### src/rtl/keypad_pkg.sv
// keypad_pkg
// Shared types and constants for the keypad sequencing controller:
//   kp_state_t      - controller FSM states
//   KEYMAP          - 4x4 hex keymap indexed [row][col]
//   onehot4_to_idx  - one-hot nibble to {valid, idx[1:0]}
package keypad_pkg;

  typedef enum logic [1:0] {IDLE, DB_PRESS, HELD, DB_RELEASE} kp_state_t;

  // Physical key legend, row-major: KEYMAP[row][col]
  localparam logic [3:0] KEYMAP [0:3][0:3] = '{
    '{4'h1, 4'h2, 4'h3, 4'hA},
    '{4'h4, 4'h5, 4'h6, 4'hB},
    '{4'h7, 4'h8, 4'h9, 4'hC},
    '{4'hE, 4'h0, 4'hF, 4'hD}
  };

  // Returns {valid, idx}; valid only when exactly one bit is set.
  function automatic logic [2:0] onehot4_to_idx(input logic [3:0] v);
    case (v)
      4'b0001: return 3'b1_00;
      4'b0010: return 3'b1_01;
      4'b0100: return 3'b1_10;
      4'b1000: return 3'b1_11;
      default: return 3'b0_00;
    endcase
  endfunction

endpackage

### src/rtl/keypad_ctrl_keycode_decode.sv
// keycode_decode
// Combinational decode of the scanner's {col[3:0], row[3:0]} code to a hex
// digit using the package keymap.
//   scan_code - {col, row}, each nibble one-hot for a single valid key
//   dec_valid - 1 when both nibbles are exactly one-hot
//   dec_digit - keymap value (0 when the code is invalid)
module keycode_decode
  import keypad_pkg::*;
(
  input  logic [7:0] scan_code,
  output logic       dec_valid,
  output logic [3:0] dec_digit
);

  logic [2:0] row_idx;
  logic [2:0] col_idx;

  always_comb begin
    row_idx   = onehot4_to_idx(scan_code[3:0]);
    col_idx   = onehot4_to_idx(scan_code[7:4]);
    dec_valid = row_idx[2] & col_idx[2];
    dec_digit = dec_valid ? KEYMAP[row_idx[1:0]][col_idx[1:0]] : 4'h0;
  end

endmodule

### src/rtl/keypad_ctrl.sv
// keypad_ctrl
// Sequencing controller between the 4x4 keyscanner and the display mux.
// Freezes the scanner while a key is down, debounces press and release,
// and keeps a two-digit history of accepted keys.
//   clk        - system clock
//   reset      - asynchronous active-low reset
//   rowpressed - scanner: some row high on the driven column
//   scan_code  - scanner: frozen {col, row} one-hot code
//   stopscan   - to scanner: hold column rotation (1 in every non-IDLE state)
//   digit_new  - newest accepted key value
//   digit_old  - key value accepted before digit_new
//   key_valid  - one-cycle pulse per accepted key
//   key_held   - 1 in HELD / DB_RELEASE
module keypad_ctrl
  import keypad_pkg::*;
#(
  parameter  int DEBOUNCE_CYCLES = 50000,
  localparam int CNT_W           = $clog2(DEBOUNCE_CYCLES + 1)
) (
  input  logic       clk,
  input  logic       reset,
  input  logic       rowpressed,
  input  logic [7:0] scan_code,
  output logic       stopscan,
  output logic [3:0] digit_new,
  output logic [3:0] digit_old,
  output logic       key_valid,
  output logic       key_held
);

  localparam logic [CNT_W-1:0] CNT_LAST = CNT_W'(DEBOUNCE_CYCLES - 1);

  kp_state_t        state_q,     state_d;
  logic [CNT_W-1:0] cnt_q,       cnt_d;
  logic             stopscan_q,  stopscan_d;
  logic [3:0]       digit_new_q, digit_new_d;
  logic [3:0]       digit_old_q, digit_old_d;
  logic             key_valid_q, key_valid_d;
  logic             key_held_q,  key_held_d;

  logic             dec_valid;
  logic [3:0]       dec_digit;

  keycode_decode u_decode (
    .scan_code (scan_code),
    .dec_valid (dec_valid),
    .dec_digit (dec_digit)
  );

  always_ff @(posedge clk or negedge reset) begin
    if (!reset) begin
      state_q     <= IDLE;
      cnt_q       <= '0;
      stopscan_q  <= 1'b0;
      digit_new_q <= 4'h0;
      digit_old_q <= 4'h0;
      key_valid_q <= 1'b0;
      key_held_q  <= 1'b0;
    end else begin
      state_q     <= state_d;
      cnt_q       <= cnt_d;
      stopscan_q  <= stopscan_d;
      digit_new_q <= digit_new_d;
      digit_old_q <= digit_old_d;
      key_valid_q <= key_valid_d;
      key_held_q  <= key_held_d;
    end
  end

  always_comb begin
    state_d     = state_q;
    cnt_d       = cnt_q;
    digit_new_d = digit_new_q;
    digit_old_d = digit_old_q;
    key_valid_d = 1'b0;

    case (state_q)
      IDLE: begin
        if (rowpressed) begin
          state_d = DB_PRESS;
          cnt_d   = '0;
        end
      end
      DB_PRESS: begin
        if (!rowpressed) begin
          // Press bounce: drop it silently.
          state_d = IDLE;
          cnt_d   = '0;
        end else if (cnt_q == CNT_LAST) begin
          state_d = HELD;
          cnt_d   = '0;
          // Multi-key or empty codes still lock into HELD so the press
          // is consumed, but they never reach the digit history.
          if (dec_valid) begin
            digit_old_d = digit_new_q;
            digit_new_d = dec_digit;
            key_valid_d = 1'b1;
          end
        end else begin
          cnt_d = cnt_q + CNT_W'(1);
        end
      end
      HELD: begin
        if (!rowpressed) begin
          state_d = DB_RELEASE;
          cnt_d   = '0;
        end
      end
      DB_RELEASE: begin
        if (rowpressed) begin
          // Release bounce: key is still considered down.
          state_d = HELD;
          cnt_d   = '0;
        end else if (cnt_q == CNT_LAST) begin
          state_d = IDLE;
          cnt_d   = '0;
        end else begin
          cnt_d = cnt_q + CNT_W'(1);
        end
      end
      default: begin
        state_d = IDLE;
        cnt_d   = '0;
      end
    endcase

    // Status outputs are registered copies of the next state.
    stopscan_d = (state_d != IDLE);
    key_held_d = (state_d == HELD) || (state_d == DB_RELEASE);
  end

  assign stopscan  = stopscan_q;
  assign digit_new = digit_new_q;
  assign digit_old = digit_old_q;
  assign key_valid = key_valid_q;
  assign key_held  = key_held_q;

endmodule

### config.mk
export PLATFORM = sky130hd
export DESIGN_NAME = keypad_ctrl
export DESIGN_NICKNAME = d
export VERILOG_FILES = /design/src/rtl/keypad_pkg.sv /design/src/rtl/keypad_ctrl_keycode_decode.sv /design/src/rtl/keypad_ctrl.sv
export SDC_FILE = /design/constraint.sdc
export NUM_CORES = 1
export LEC_CHECK = 0
export ABC_CLOCK_PERIOD_IN_PS = 2700
export CORE_MARGIN = 2
export CORE_UTILIZATION = 54
export DETAILED_ROUTE_END_ITERATION = 16
export PLACE_DENSITY = 0.86
export SLEW_MARGIN = 40
export SYNTH_ARGS = -nofsm -noshare
export SYNTH_HDL_FRONTEND = slang
export SYNTH_SLANG_ARGS = --single-unit
### constraint.sdc
create_clock -name clk -period 2.7 [get_ports clk]
set_input_delay 0.54 -clock clk [delete_from_list [all_inputs] [get_ports clk]]
set_output_delay 0.54 -clock clk [all_outputs]
set_load 0.005 [all_outputs]
# --- Word-level counts from Yosys, hierarchy flattened ---
# Index checks and enable logic that the tools add are counted.
word_totals:
  reg_bits: 29
  latchBits: 0
  mem_bits_rw: 0
  rom_bits: 0
  input_bits: 11
  output_inout_bits: 11
  elab_cells: 59
  n_memories: 0
classes:
  add_sub_neg: 1
  mul: 0
  div_mod_pow: 0
  n_lt_le_gt_ge: 2
  eq_ne: 16
  n_shift: 0
  mux: 25
  bitwise: 3
  n_reduce_logical: 5
op_table:
  columns: ["operator", "n"]
  rows:
  - ["16-bit 2-to-1 mux", 7]
  - ["16-bit one-hot mux with 4 select lines", 1]
  - ["16-bit binary-select mux with 2-bit select", 1]
  - ["3-bit one-hot mux with 4 select lines", 2]
  - ["16-bit by 1-bit adder with 16-bit output, second input constant", 1]
  - ["16-bit == test, second input constant", 1]
  - ["2-bit 2-to-1 mux", 6]
  - ["4-bit binary-select mux with 2-bit select", 1]
  - ["2-bit == test, second input constant", 4]
  - ["4-bit by 1-bit == test with 1-bit output, second input constant", 2]
  - ["4-bit by 2-bit == test with 1-bit output, second input constant", 2]
  - ["4-bit by 3-bit == test with 1-bit output, second input constant", 2]
  - ["4-bit == test, second input constant", 2]
  - ["4-bit 2-to-1 mux", 2]
  - ["2-bit one-hot mux with 4 select lines", 1]
  - ["3-bit >= comparator, second input constant", 2]
  - ["2-bit NOT with 3-bit output", 2]
  - ["1-bit 2-to-1 mux", 4]
  - ["2-bit inequality test, second input constant", 2]
  - ["4-bit AND reduction", 1]
  - ["2-bit by 1-bit == test with 1-bit output, second input constant", 1]
  - ["2-bit zero test", 1]
  - ["2-bit AND reduction", 1]
  - ["2-bit nonzero test", 1]
  - ["2 further kinds", 2]

# --- Logic depth before layout (Yosys ltp) ---
logic_depth:
  depth_word: 9
  depth_mapped: 7
  ltp_nobuf: 6

# --- Hierarchy ---
# Synthesis repeated with hierarchy kept, for this count alone.
unflattened:
  hier_cells: 186
  hier_area_um2: 1720.4
by_module_without_submodules:
  columns: ["mod", "instances", "cells_each", "area_each_um2", "seq_area_each_um2"]
  rows:
  - ["keypad_ctrl", 1, 138, 1393.8, 725.7]
  - ["keycode_decode", 1, 48, 326.6, 0.0]

# --- Least setup slack after synthesis ---
# Ideal clock, no wire load.
synth_path:
  path_kind: "reg2reg"
  from: "register cnt_q[10]"
  to: "register digit_new_q[0], in the netlist digit_new[0]"
  setup_time_ns: 0.125
  arrival_ns: 2.141
  t_required_ns: 2.575
  path_slack_ns: 0.435
  stages_incl_launch_ff: 6
  path_buffers: 0
  synth_period_minus_slack_ns: 2.265
  cell_sequence: "dfrtp_1 > or4_1 > nor4_4 > nand4b_1 > a221oi_4 > mux2_2"
synth_between:
  elab_chain_cells: 2
synth_rtl:
  columns: ["element", "line", "text"]
  rows:
  - ["from (decl)", "keypad_ctrl.sv:34", "logic [CNT_W-1:0] cnt_q, cnt_d;"]
  - ["from (signal assigned)", "keypad_ctrl.sv:61", "cnt_q <= cnt_d;"]
  - ["16-bit == test", "keypad_ctrl.sv:89", "end else if (cnt_q == CNT_LAST) begin"]
  - ["4-bit AND reduction (no source line)", null, null]
  - ["to (signal assigned)", "keypad_ctrl.sv:63", "digit_new_q <= digit_new_d;"]
  - ["to (decl)", "keypad_ctrl.sv:36", "logic [3:0] digit_new_q, digit_new_d;"]
# No other way between the ends.
# A chain may end at the register's enable or synchronous reset.

# --- Final worst setup path ---
# Ends and elaborated chain as after synthesis.

==> results.ini <==
[clock_network]
clock_sinks = 29
cts_root_buffer = sky130_fd_sc_hd__clkbuf_4
ctsLongestPathBuffers = 2
cts_hold_buffers = 0
cts-htree-levels = 2
path_clk_slew_ns = 0.10
postCtsResizedCells = 0
cts_tree = built
clock_latency_ns = 0.34
total_cts_buffers = 5
postCtsSetupRepairBufs = 0

[sta]
layout_worst_path_cycle_share_pct = 88.3
timing.slew.headroom_pct = 66.5
rsz0062_at_grt = no
timing_max_transition_violations_final = 0
setup_slack_ns = 0.316
achievable_freq_mhz = 420
report.final.setup_viol = 0
finalHoldViolations = 0
finClkSkew_ns = 0.0114
worst_slew_pin_slew_ns = 0.501
fin_tns_setup_ns = 0
final_period_minus_worst_setup_slack_ns = 2.38
final_layout_worst_hold_slack_ns = 0.519

[layout]
filler_cell_count = 221
final_common_cell = sky130_fd_sc_hd__dfrtp_1
layout-drive-gt1-share_pct = 16.1
post_route_core_utilization_pct = 67.4
number_of_nets_in_the_finished_design = 216
layout.area.seq_um2 = 726
postLayoutCellArea_um2 = 2010
antenna_diode_count = 0
most-common-layout-cells = sky130_fd_sc_hd__dfrtp_1 (29), sky130_fd_sc_hd__clkdlybuf4s50_1 (21), sky130_fd_sc_hd__nand2_1 (13)
layout-area-overhead-vs-synth_pct = 21.5
multi_input_area_um2 = 862

[logic_synthesis]
ys_seq_area_share_pct = 43.9
synth_fa_ha_area_share_pct = 0.758
compound_gate_portion_of_the_synthesized_area_pct = 20.5
postSynthRegisterBits = 29
synth_top_flop_cell = sky130_fd_sc_hd__dfrtp_1
yosys-mux-area-fraction_pct = 7.50
post_synth.cell_area_avg_um2 = 9.55
dominant_combinational_cell_family_by_area_after_synthesis = compound AO/OA/AOI/OAI gates
synth_xor_xnor_area_share_pct = 3.18
synth_fp_nets = 185
yosys_synthesis_warning_count = 0
postSynth.asyncResetShare_pct = 100
synth_area_um2 = 1650
synth_edf_count = 0
post_synth_and_or_nand_nor_area_fraction_pct = 20.3
syn_inst_count = 173
synth.distinct_cells = 42

[worst_setup_path]
slowest_stage = sky130_fd_sc_hd__or4_1
startpoint_type = flop
worst-endpoint-required_ns = 2.92
crit_path_max_fanout = 9
critical_path_class = reg2reg
crit_path_end_kind = flop
ff2ff_setup_slack_ns = 0.32
critical-path-top-delay-family = simple AND/OR/NAND/NOR gates
critical_path_buf_inv_count = 0
cp.arrival_ns = 2.61
cp_cell_sequence = or4_1, nor4_4, nand4b_1, a221oi_4, mux2_2
timing.critical_path.slowest_cell_delay_ns = 0.58

[grt]
grt_pass1_vias = 1387
grt_overflow_total = 0
antenna_found_initial = 0
grt_first_pass_wirelength_um = 6260
grt.total_usage_pct = 24.5
largest_net_degree_at_the_start_of_global_routing = 30

[flow_run]
max_cap_viol_count = 0

[placement]
finalWeightedCongestion = 0.879
placement.io_buffers = 21
placement.cell_area_um2 = 1960
post-dp-hpwl_um = 2740
pre_cts_ws_ns = 0.0876

[floorplan]
fp.coreArea_um2 = 2980
core.rowCount = 20
dieWidth_um = 59.3
design.portCount = 22
die-height_um = 59.3
floorplan.die_area_um2 = 3520
floorplan.initialDensity_pct = 55.5

[pwr]
power.density_cell_area_nw_per_um2 = 429
static-leakage-power_nw = 0.827
ir_drop_mv = 0.366

[route]
route.vias.total = 1521
route.antenna.remaining_nets = 0
detail_route.wirelength_um = 3710
routedWlPerCell_um = 15.6
drtPass1Iterations = 5
drt_drc_violations_left = 0
drtIter0Drc = 72
routed_vias_inst = 6.39

[hold_path]
type_of_the_tightest_min_delay_check = reg2reg

[outcome]
outcome = completed

[power breakdown]
group / switching, mW / leakage, nW / internal, mW
logic: 0.0817 / 0.402 / 0.0627
registers: 0.0161 / 0.393 / 0.448
clock network: 0.154 / 0.0320 / 0.0988
[synthesized netlist by cell type, types with 2 or more instances]
cell / instances / area (um^2)
sky130_fd_sc_hd__a211oi_1: 2 / 15.0
sky130_fd_sc_hd__a21oi_1: 11 / 55.1
sky130_fd_sc_hd__a22o_1: 2 / 17.5
sky130_fd_sc_hd__a31oi_1: 10 / 62.6
sky130_fd_sc_hd__and2_1: 2 / 12.5
sky130_fd_sc_hd__clkbuf_1: 7 / 26.3
sky130_fd_sc_hd__dfrtp_1: 29 / 726
sky130_fd_sc_hd__inv_1: 9 / 33.8
sky130_fd_sc_hd__mux2_2: 11 / 124
sky130_fd_sc_hd__nand2_1: 13 / 48.8
sky130_fd_sc_hd__nand2b_1: 2 / 12.5
sky130_fd_sc_hd__nand3_1: 9 / 45.0
sky130_fd_sc_hd__nand4b_1: 2 / 17.5
sky130_fd_sc_hd__nor2_1: 9 / 33.8
sky130_fd_sc_hd__nor3_1: 3 / 15.0
sky130_fd_sc_hd__nor4_1: 3 / 18.8
sky130_fd_sc_hd__o21ai_0: 8 / 40.0
sky130_fd_sc_hd__o22ai_1: 2 / 12.5
sky130_fd_sc_hd__o2bb2ai_1: 2 / 17.5
sky130_fd_sc_hd__o31ai_1: 3 / 22.5
sky130_fd_sc_hd__or2_2: 2 / 12.5
sky130_fd_sc_hd__or3_1: 7 / 43.8
sky130_fd_sc_hd__or4_1: 2 / 15.0
sky130_fd_sc_hd__xnor2_1: 3 / 26.3
sky130_fd_sc_hd__xor2_1: 3 / 26.3
[kinds of logic (layout without fill, tap and decap cells)]
logic type,count (synthesis),in the layout
fa+ha+maj,1,1
simple gates,60,60
flops,29,29
mux,11,11
buf+inv,17,49
xor+xnor,6,6
compound gates,49,49
[registers in the layout, indices dropped and copies added (netlist names)]
| signal | cells |
|---|---|
| stopscan | 1 |
| state_q | 2 |
| key_held | 1 |
| cnt_q | 16 |
| digit_old | 4 |
| key_valid | 1 |
| digit_new | 4 |
[layer usage]
| metal | track usage, % | share of wire, % | up-vias |
|---|---|---|---|
| met5 | 0 | 0 | - |
| met4 | 8.77 | 1.7 | 0 |
| met3 | 8.73 | 6.4 | 9 |
| met2 | 40.3 | 50 | 63 |
| li1 | - | - | 709 |
| met1 | 29.4 | 42 | 740 |
[final cells by class]
type	instances	share of cell area [%]
well taps	33	2.06
inverters	9	1.68
flip-flops and latches	29	36.2
clock inverters	2	0.499
repair buffers	32	14.6
clock buffers	6	2.06
multi-input cells	127	43.0
[metrics by stage]
step | cells | power, mW
floorplan | 173 | 0.550
finish | 238 | 0.861
CTS | 238 | 0.870
global placement | 230 | 0.603
global route | 238 | 0.908
detailed placement | 230 | 0.614
[path summary, 6_finish.rpt]
kind | start | depth (start not counted) | end
worst min-delay path | digit_old[1] | 1 | digit_old[1]
worst max-delay path | cnt_q[10] | 5 | digit_new[0]
worst min register to register | digit_old[1] | 1 | digit_old[1]
min in group asynchronous | reset | 2 | digit_new[1]
max in group asynchronous | reset | 2 | key_held
worst max register to register | cnt_q[10] | 5 | digit_new[0]
Note: power is estimated with default switching activity, not from simulation.
